## src/rtl/multichannel_dds_core.sv

```systemverilog
`default_nettype none
// ============================================================================
//  Module   : multichannel_dds_core
//  Purpose  : Time-multiplexed DDS; CHANNELS waveforms share one 3-stage pipe.
//  Revision : 1.0  initial release
// ============================================================================
module multichannel_dds_core #(
    parameter int CHANNELS = 2,
    parameter int ACC_W    = 24,
    parameter int OUT_W    = 12,
    parameter int AMP_W    = 11,
    parameter int CH_W     = (CHANNELS > 1) ? $clog2(CHANNELS) : 1
) (
    input  logic              clk,
    input  logic              rst,
    input  logic              cfg_we,
    input  logic [CH_W-1:0]   cfg_ch,
    input  logic [1:0]        cfg_addr,
    input  logic [ACC_W-1:0]  cfg_wdata,
    input  logic              sample_tick,
    input  logic              sync,
    output logic              busy,
    output logic              overrun,
    output logic              out_valid,
    output logic [CH_W-1:0]   out_ch,
    output logic [OUT_W-1:0]  out_data
);

    localparam logic [CH_W-1:0]  c_last = CH_W'(CHANNELS - 1);
    localparam logic [OUT_W-1:0] c_mid  = {1'b1, {(OUT_W-1){1'b0}}};

    logic [ACC_W-1:0] r_m_sh     [CHANNELS];
    logic [ACC_W-1:0] r_off_sh   [CHANNELS];
    logic [1:0]       r_shape_sh [CHANNELS];
    logic [AMP_W-1:0] r_amp_sh   [CHANNELS];
    logic [ACC_W-1:0] r_m_act    [CHANNELS];
    logic [ACC_W-1:0] r_off_act  [CHANNELS];
    logic [1:0]       r_shape_act[CHANNELS];
    logic [AMP_W-1:0] r_amp_act  [CHANNELS];
    logic [ACC_W-1:0] r_acc      [CHANNELS];

    logic             r_issuing, r_sweep_zero, r_sync_pend;
    logic [CH_W-1:0]  r_issue_ch;
    logic             w_tick_ok, w_cfg_hit, w_issuing_nx;
    logic [CH_W-1:0]  w_issue_ch_nx;

    logic             r_s1_valid, r_s2_valid;
    logic [CH_W-1:0]  r_s1_ch, r_s2_ch;
    logic [OUT_W:0]   r_s1_phase;
    logic [1:0]       r_s1_shape;
    logic [AMP_W-1:0] r_s1_amp, r_s2_amp;
    logic [OUT_W-1:0] r_s2_raw, w_raw;
    logic [ACC_W-1:0] w_acc_cur, w_phase;

    logic signed [OUT_W:0]         w_s;
    logic signed [OUT_W+AMP_W+1:0] w_prod, w_scaled;
    logic [OUT_W-1:0]              w_out;
    logic                          w_unused;

    assign w_tick_ok = sample_tick & ~busy;
    assign w_cfg_hit = cfg_we && (int'(cfg_ch) < CHANNELS);

    // Shadow bank: host writes only ever land here.
    always_ff @(posedge clk or posedge rst) begin
        if (rst) begin
            for (int k = 0; k < CHANNELS; k++) begin
                r_m_sh[k]     <= '0;
                r_off_sh[k]   <= '0;
                r_shape_sh[k] <= 2'd3;
                r_amp_sh[k]   <= '0;
            end
        end else if (w_cfg_hit) begin
            case (cfg_addr)
                2'd0:    r_m_sh[cfg_ch]     <= cfg_wdata;
                2'd1:    r_off_sh[cfg_ch]   <= cfg_wdata;
                2'd2:    r_shape_sh[cfg_ch] <= cfg_wdata[1:0];
                default: r_amp_sh[cfg_ch]   <= cfg_wdata[AMP_W-1:0];
            endcase
        end
    end

    always_ff @(posedge clk or posedge rst) begin
        if (rst) begin
            for (int k = 0; k < CHANNELS; k++) begin
                r_m_act[k]     <= '0;
                r_off_act[k]   <= '0;
                r_shape_act[k] <= 2'd3;
                r_amp_act[k]   <= '0;
            end
        end else if (w_tick_ok) begin
            r_m_act     <= r_m_sh;
            r_off_act   <= r_off_sh;
            r_shape_act <= r_shape_sh;
            r_amp_act   <= r_amp_sh;
        end
    end

    // An accepted tick may restart issue on the same edge the last channel goes out.
    always_comb begin
        w_issuing_nx  = r_issuing;
        w_issue_ch_nx = r_issue_ch;
        if (w_tick_ok) begin
            w_issuing_nx  = 1'b1;
            w_issue_ch_nx = '0;
        end else if (r_issuing) begin
            if (r_issue_ch == c_last) w_issuing_nx = 1'b0;
            else                      w_issue_ch_nx = r_issue_ch + 1'b1;
        end
    end

    always_ff @(posedge clk or posedge rst) begin
        if (rst) begin
            r_issuing    <= 1'b0;
            r_issue_ch   <= '0;
            busy         <= 1'b0;
            overrun      <= 1'b0;
            r_sweep_zero <= 1'b0;
            r_sync_pend  <= 1'b0;
        end else begin
            r_issuing  <= w_issuing_nx;
            r_issue_ch <= w_issue_ch_nx;
            busy       <= w_issuing_nx && (w_issue_ch_nx != c_last);
            overrun    <= sample_tick & busy;
            if (w_tick_ok) begin
                r_sweep_zero <= r_sync_pend | sync;
                r_sync_pend  <= 1'b0;
            end else if (sync) begin
                r_sync_pend  <= 1'b1;
            end
        end
    end

    assign w_acc_cur = r_sweep_zero ? '0 : r_acc[r_issue_ch];
    assign w_phase   = w_acc_cur + r_off_act[r_issue_ch];

    always_ff @(posedge clk or posedge rst) begin
        if (rst) begin
            for (int k = 0; k < CHANNELS; k++) r_acc[k] <= '0;
            r_s1_valid <= 1'b0;
            r_s1_ch    <= '0;
            r_s1_phase <= '0;
            r_s1_shape <= '0;
            r_s1_amp   <= '0;
        end else begin
            r_s1_valid <= r_issuing;
            if (r_issuing) begin
                r_acc[r_issue_ch] <= w_acc_cur + r_m_act[r_issue_ch];
                r_s1_ch    <= r_issue_ch;
                r_s1_phase <= w_phase[ACC_W-1 -: OUT_W+1];
                r_s1_shape <= r_shape_act[r_issue_ch];
                r_s1_amp   <= r_amp_act[r_issue_ch];
            end
        end
    end

    always_comb begin
        w_raw = c_mid;
        case (r_s1_shape)
            2'd0:    w_raw = r_s1_phase[OUT_W] ? '0 : '1;
            2'd1:    w_raw = r_s1_phase[OUT_W -: OUT_W];
            2'd2:    w_raw = r_s1_phase[OUT_W] ? ~r_s1_phase[OUT_W-1:0] : r_s1_phase[OUT_W-1:0];
            default: w_raw = c_mid;
        endcase
    end

    always_ff @(posedge clk or posedge rst) begin
        if (rst) begin
            r_s2_valid <= 1'b0;
            r_s2_ch    <= '0;
            r_s2_raw   <= '0;
            r_s2_amp   <= '0;
        end else begin
            r_s2_valid <= r_s1_valid;
            if (r_s1_valid) begin
                r_s2_ch  <= r_s1_ch;
                r_s2_raw <= w_raw;
                r_s2_amp <= r_s1_amp;
            end
        end
    end

    // Scaled result always fits OUT_W, so the upper product bits are discarded.
    assign w_s      = $signed({1'b0, r_s2_raw}) - $signed({2'b01, {(OUT_W-1){1'b0}}});
    assign w_prod   = w_s * $signed({1'b0, r_s2_amp});
    assign w_scaled = w_prod >>> AMP_W;
    assign w_out    = w_scaled[OUT_W-1:0] + c_mid;
    assign w_unused = ^{w_phase, w_scaled};

    always_ff @(posedge clk or posedge rst) begin
        if (rst) begin
            out_valid <= 1'b0;
            out_ch    <= '0;
            out_data  <= '0;
        end else begin
            out_valid <= r_s2_valid;
            if (r_s2_valid) begin
                out_ch   <= r_s2_ch;
                out_data <= w_out;
            end
        end
    end

endmodule
`default_nettype wire
```

## config.mk

```make
export PLATFORM = sky130hd
export DESIGN_NAME = multichannel_dds_core
export DESIGN_NICKNAME = d
export VERILOG_FILES = /design/src/rtl/multichannel_dds_core.sv
export SDC_FILE = /design/constraint.sdc
export NUM_CORES = 1
export LEC_CHECK = 0
export ABC_AREA = 1
export CAP_MARGIN = 20
export CORE_UTILIZATION = 41
export DETAILED_ROUTE_END_ITERATION = 16
export PLACE_DENSITY = 0.56
export SYNTH_ARGS = -nofsm -noshare
export SYNTH_HDL_FRONTEND = slang
export SYNTH_SLANG_ARGS = --single-unit
```

## constraint.sdc

```tcl
create_clock -name clk -period 18.95 [get_ports clk]
set_input_delay 1.895 -clock clk [delete_from_list [all_inputs] [get_ports clk]]
set_output_delay 1.895 -clock clk [all_outputs]
set_load 0.02 [all_outputs]
```

==> flow_results.org <==
** Outcome
- Run status :: completed

** STA
- Unrepaired setup endpoints after global routing :: no
- The routed design could run at a clock period as short as approximately 5.5 ns.
- Worst Max-Slew Pin Slew :: 1.09 ns
- Period utilisation layout :: 29.0%
- The tightest hold path in the finished design has a slack of 0.466 ns.
- The number of max-slew violations in the final report was 0.
- Fmax achieved :: ~180 MHz
- In the final timing run, aggregate negative setup slack is 0 ns.
- Clock tree skew after final layout :: 0.0215 ns
- Setup violations remaining at the end of the flow were counted as 0.
- Hold violation total from the final report :: 0
- Tightest slew margin relative to the limit :: 27.2%

** Drt
- Number of detailed-route iterations in the first pass :: 5
- Routed wire length :: 57100 µm
- Detailed-route wire length per cell :: roughly 16 µm
- Remaining antenna violation count after routing :: 0
- Using the TritonRoute via totals, the vias-per-cell ratio works out to around 5.1.
- Total DRC errors in the routed layout :: 0
- Detailed-route via count :: about 18000
- Starting DRC count in detailed routing :: 1246

** Clock tree
- Resized cells post-CTS :: 0
- Hold buffer count at cts :: 0
- The later pin in the worst-skew pair is clocked with a latency of 0.57 ns.
- Clock-pin slew of the registers on the worst-case setup and hold paths :: 0.06 ns
- Clock sink count :: approximately 370
- Root buf cell :: clkbuf_16
- Clock tree from TritonCTS :: built
- Counting the buffers created by CTS gives 41.
- No sink is reached through more buffers than the 3 on the longest clock path.
- Buffers added to address setup during post-CTS repair amount to 0.
- CTS built an H-tree with a depth of 2.

** Cells and area
- Syn-to-layout area delta :: 11.1%
- Non-filler cells in the finished layout :: 3494
- Number of diodes :: 0
- For this run, the post-layout net count is 3012.
- Cells with a size suffix above 1 make up 4.97% of the layout.
- The layout has 5369 filler cells.
- After routing the design area is 24800 µm².

** Placement
- In this run the cell area measured after placement is ~23000 µm².
- DP HPWL :: ~40000 µm
- Total of buffers placed on input and output ports :: 47
- The congestion estimate from routability-driven global placement came to roughly 0.91.
- Number of cells in the design after placement :: 3418

** Logic synthesis
- Synthesis produced a netlist with a net count of approximately 3000.
- Synth warnings :: 0
- Cell Area, Synth :: approximately 22000 µm²
- Synth top area share :: 40.1%
- The biggest area contributor in the post-synthesis netlist is dfrtp_1.
- After technology mapping, the gate count stands at 2776.
- Number of enable flip-flop cells after synthesis :: 0
- Most common flop cell mapped by yosys :: dfrtp_1
- The commonest cells after synthesis are 898 x nand2_1, 396 x inv_1, 357 x dfrtp_1, 319 x o21ai_0, 122 x fa_1.
- Share of synthesized registers carrying an async set or reset :: 100%
- Share of the yosys chip area belonging to registers :: 41.0%
- By area the synthesized netlist is led by dfrtp_1 40%, nand2_1 15%, fa_1 11%.
- Distinct cell type count of the synthesized netlist :: 43
- The average instance in the mapped netlist occupies 8.03 µm².
- The synthesized design contains approximately 370 register bits.
- In the post-synthesis netlist, the cell with the most instances is nand2_1.

** Critical path
- The critical path is of the flip-flop to flip-flop type.
- Worst setup SP type :: flip-flop
- CP Capture Point :: out_data[11]
- The worst register-to-register path has a depth of 21.
- Along the worst path, the maximum fanout reaches 12.
- Reg-to-reg slack, setup :: 13.45 ns
- Req. time, crit path :: around 19 ns
- In this run the worst setup path begins at r_s2_amp[3].
- Worst r2r src :: r_s2_amp[3]
- Arrival time of data at the critical path endpoint :: 5.94 ns
- The worst setup path is captured at a flip-flop.
- The endpoint identified for the worst register-to-register timing path is out_data[11].

** Die
- The region available for standard cell placement spans roughly 54000 µm².
- Num rows :: 85
- In this run the horizontal extent of the chip is 235 µm.
- In this run the vertical extent of the chip is 235 µm.
- The initial utilization of the core area, before any placement, comes to between 40 and 50%.
- Pin placement for this block handled 48 I/O pins.
- Area of the die :: 55300 µm²

** GRT
- Entering global routing, the biggest net connects 108 pins.
- Initial antenna violation count :: 0
- For this run, the total global-route usage over all layers was measured as between 20% and 30%.
- Vias in the first global route :: 17900
- Summed over all layers, the global routing overflow is 0.
- The first global-routing pass estimated 94900 µm of wire.

** Run
- The tool flagged a number of max-cap violations equal to 0.

** Worst hold path
- Path class of the lowest-slack min-delay path :: flip-flop to flip-flop
-- layout make-up --
class	count	area [µm²]	area share, %
multi-input combinational	1897	11200	45.2
sequential	365	9150	36.9
inverter	400	1510	6.09
clock buffer	62	1240	4.99
tap	696	871	3.51
timing repair buffer	61	616	2.48
clock inverter	13	203	0.818
-- metrics by stage --
| step | setup slack (ns) | util, % |
|---|---|---|
| after floorplan | 6.94 | - |
| after global placement | 13.57 | 43.3 |
| after detailed placement | 13.52 | 43.3 |
| after CTS | 13.49 | 46.0 |
| after global routing | 13.00 | 46.1 |
| final | 13.45 | 46.1 |
-- kinds of logic after synthesis --
group | after synthesis | synth area share [%]
adders and majority gates | 214 | 16.1
muxes | 17 | 0.858
DFF | 365 | 41.0
AOI/OAI and AO/OA | 443 | 10.6
and+or+nand+nor | 1201 | 21.7
xor gates and xnor gates | 22 | 0.864
buffers and inverters | 514 | 8.82
-- cells in the final DEF (no fill, tap or decap), drive strengths merged, types with 47 or more instances in the layout --
master / synthesis / routed
ha: 92 / 92
nand2: 901 / 901
inv: 399 / 400
dfrtp: 357 / 357
clkdlybuf4s50: 0 / 47
nand3: 117 / 117
a21oi: 67 / 67
o21ai: 330 / 330
fa: 122 / 122
clkbuf: 85 / 62
nor2: 119 / 119
-- worst max-delay path, stage by stage, from the launching register on --
cell and delay [ns]:
dfrtp_1 0.59, inv_1 0.10, nor2_1 0.19, inv_1 0.12, fa_1 0.60, inv_1 0.15
fa_1 0.56, inv_1 0.10, fa_1 0.48, fa_1 0.52, fa_1 0.55, inv_1 0.04
ha_1 0.33, inv_1 0.08, nor3_1 0.34, nand2_1 0.14, nor2_1 0.11, nand2_1 0.07
o211ai_1 0.10, nand2_1 0.08, nand3_1 0.07, nand2_1 0.06
-- routing by layer --
| metal | part of all wire (%) | GRT usage, % | up-vias |
|---|---|---|---|
| met5 | 0 | 0 | - |
| met4 | 2.0 | 5.86 | 0 |
| met3 | 3.5 | 1.93 | 76 |
| met2 | 46 | 34.6 | 347 |
| met1 | 48 | 30.5 | 8673 |
| li1 | - | - | 8655 |
-- state kept, by name, summed over array words and instances (netlist names), 2 cells and up --
register / cells
r_acc: 48
r_m_act: 48
r_m_sh: 48
r_off_act: 48
r_off_sh: 48
r_amp_act: 22
r_amp_sh: 22
r_s1_phase: 13
out_data: 12
r_s2_raw: 12
r_s1_amp: 11
r_s2_amp: 11
r_shape_act: 4
r_shape_sh: 4
r_s1_shape: 2
-- worst min-delay path by stage --
stage	from	to	slack, ns	cells past startpoint
floorplan	r_issuing	r_s1_valid	0.35	0
global placement	r_s1_ch	r_s1_ch	0.45	2
detailed placement	r_m_act[13]	r_m_act[13]	0.46	2
CTS	r_shape_sh[3]	r_shape_act[3]	0.47	2
global route	r_acc[37]	r_acc[37]	0.49	2
finish	r_shape_sh[3]	r_shape_act[3]	0.47	2
Power is left out: the tool's default activity adds up to more than one toggle a clock period on the data nets, which glitch-free logic cannot reach.
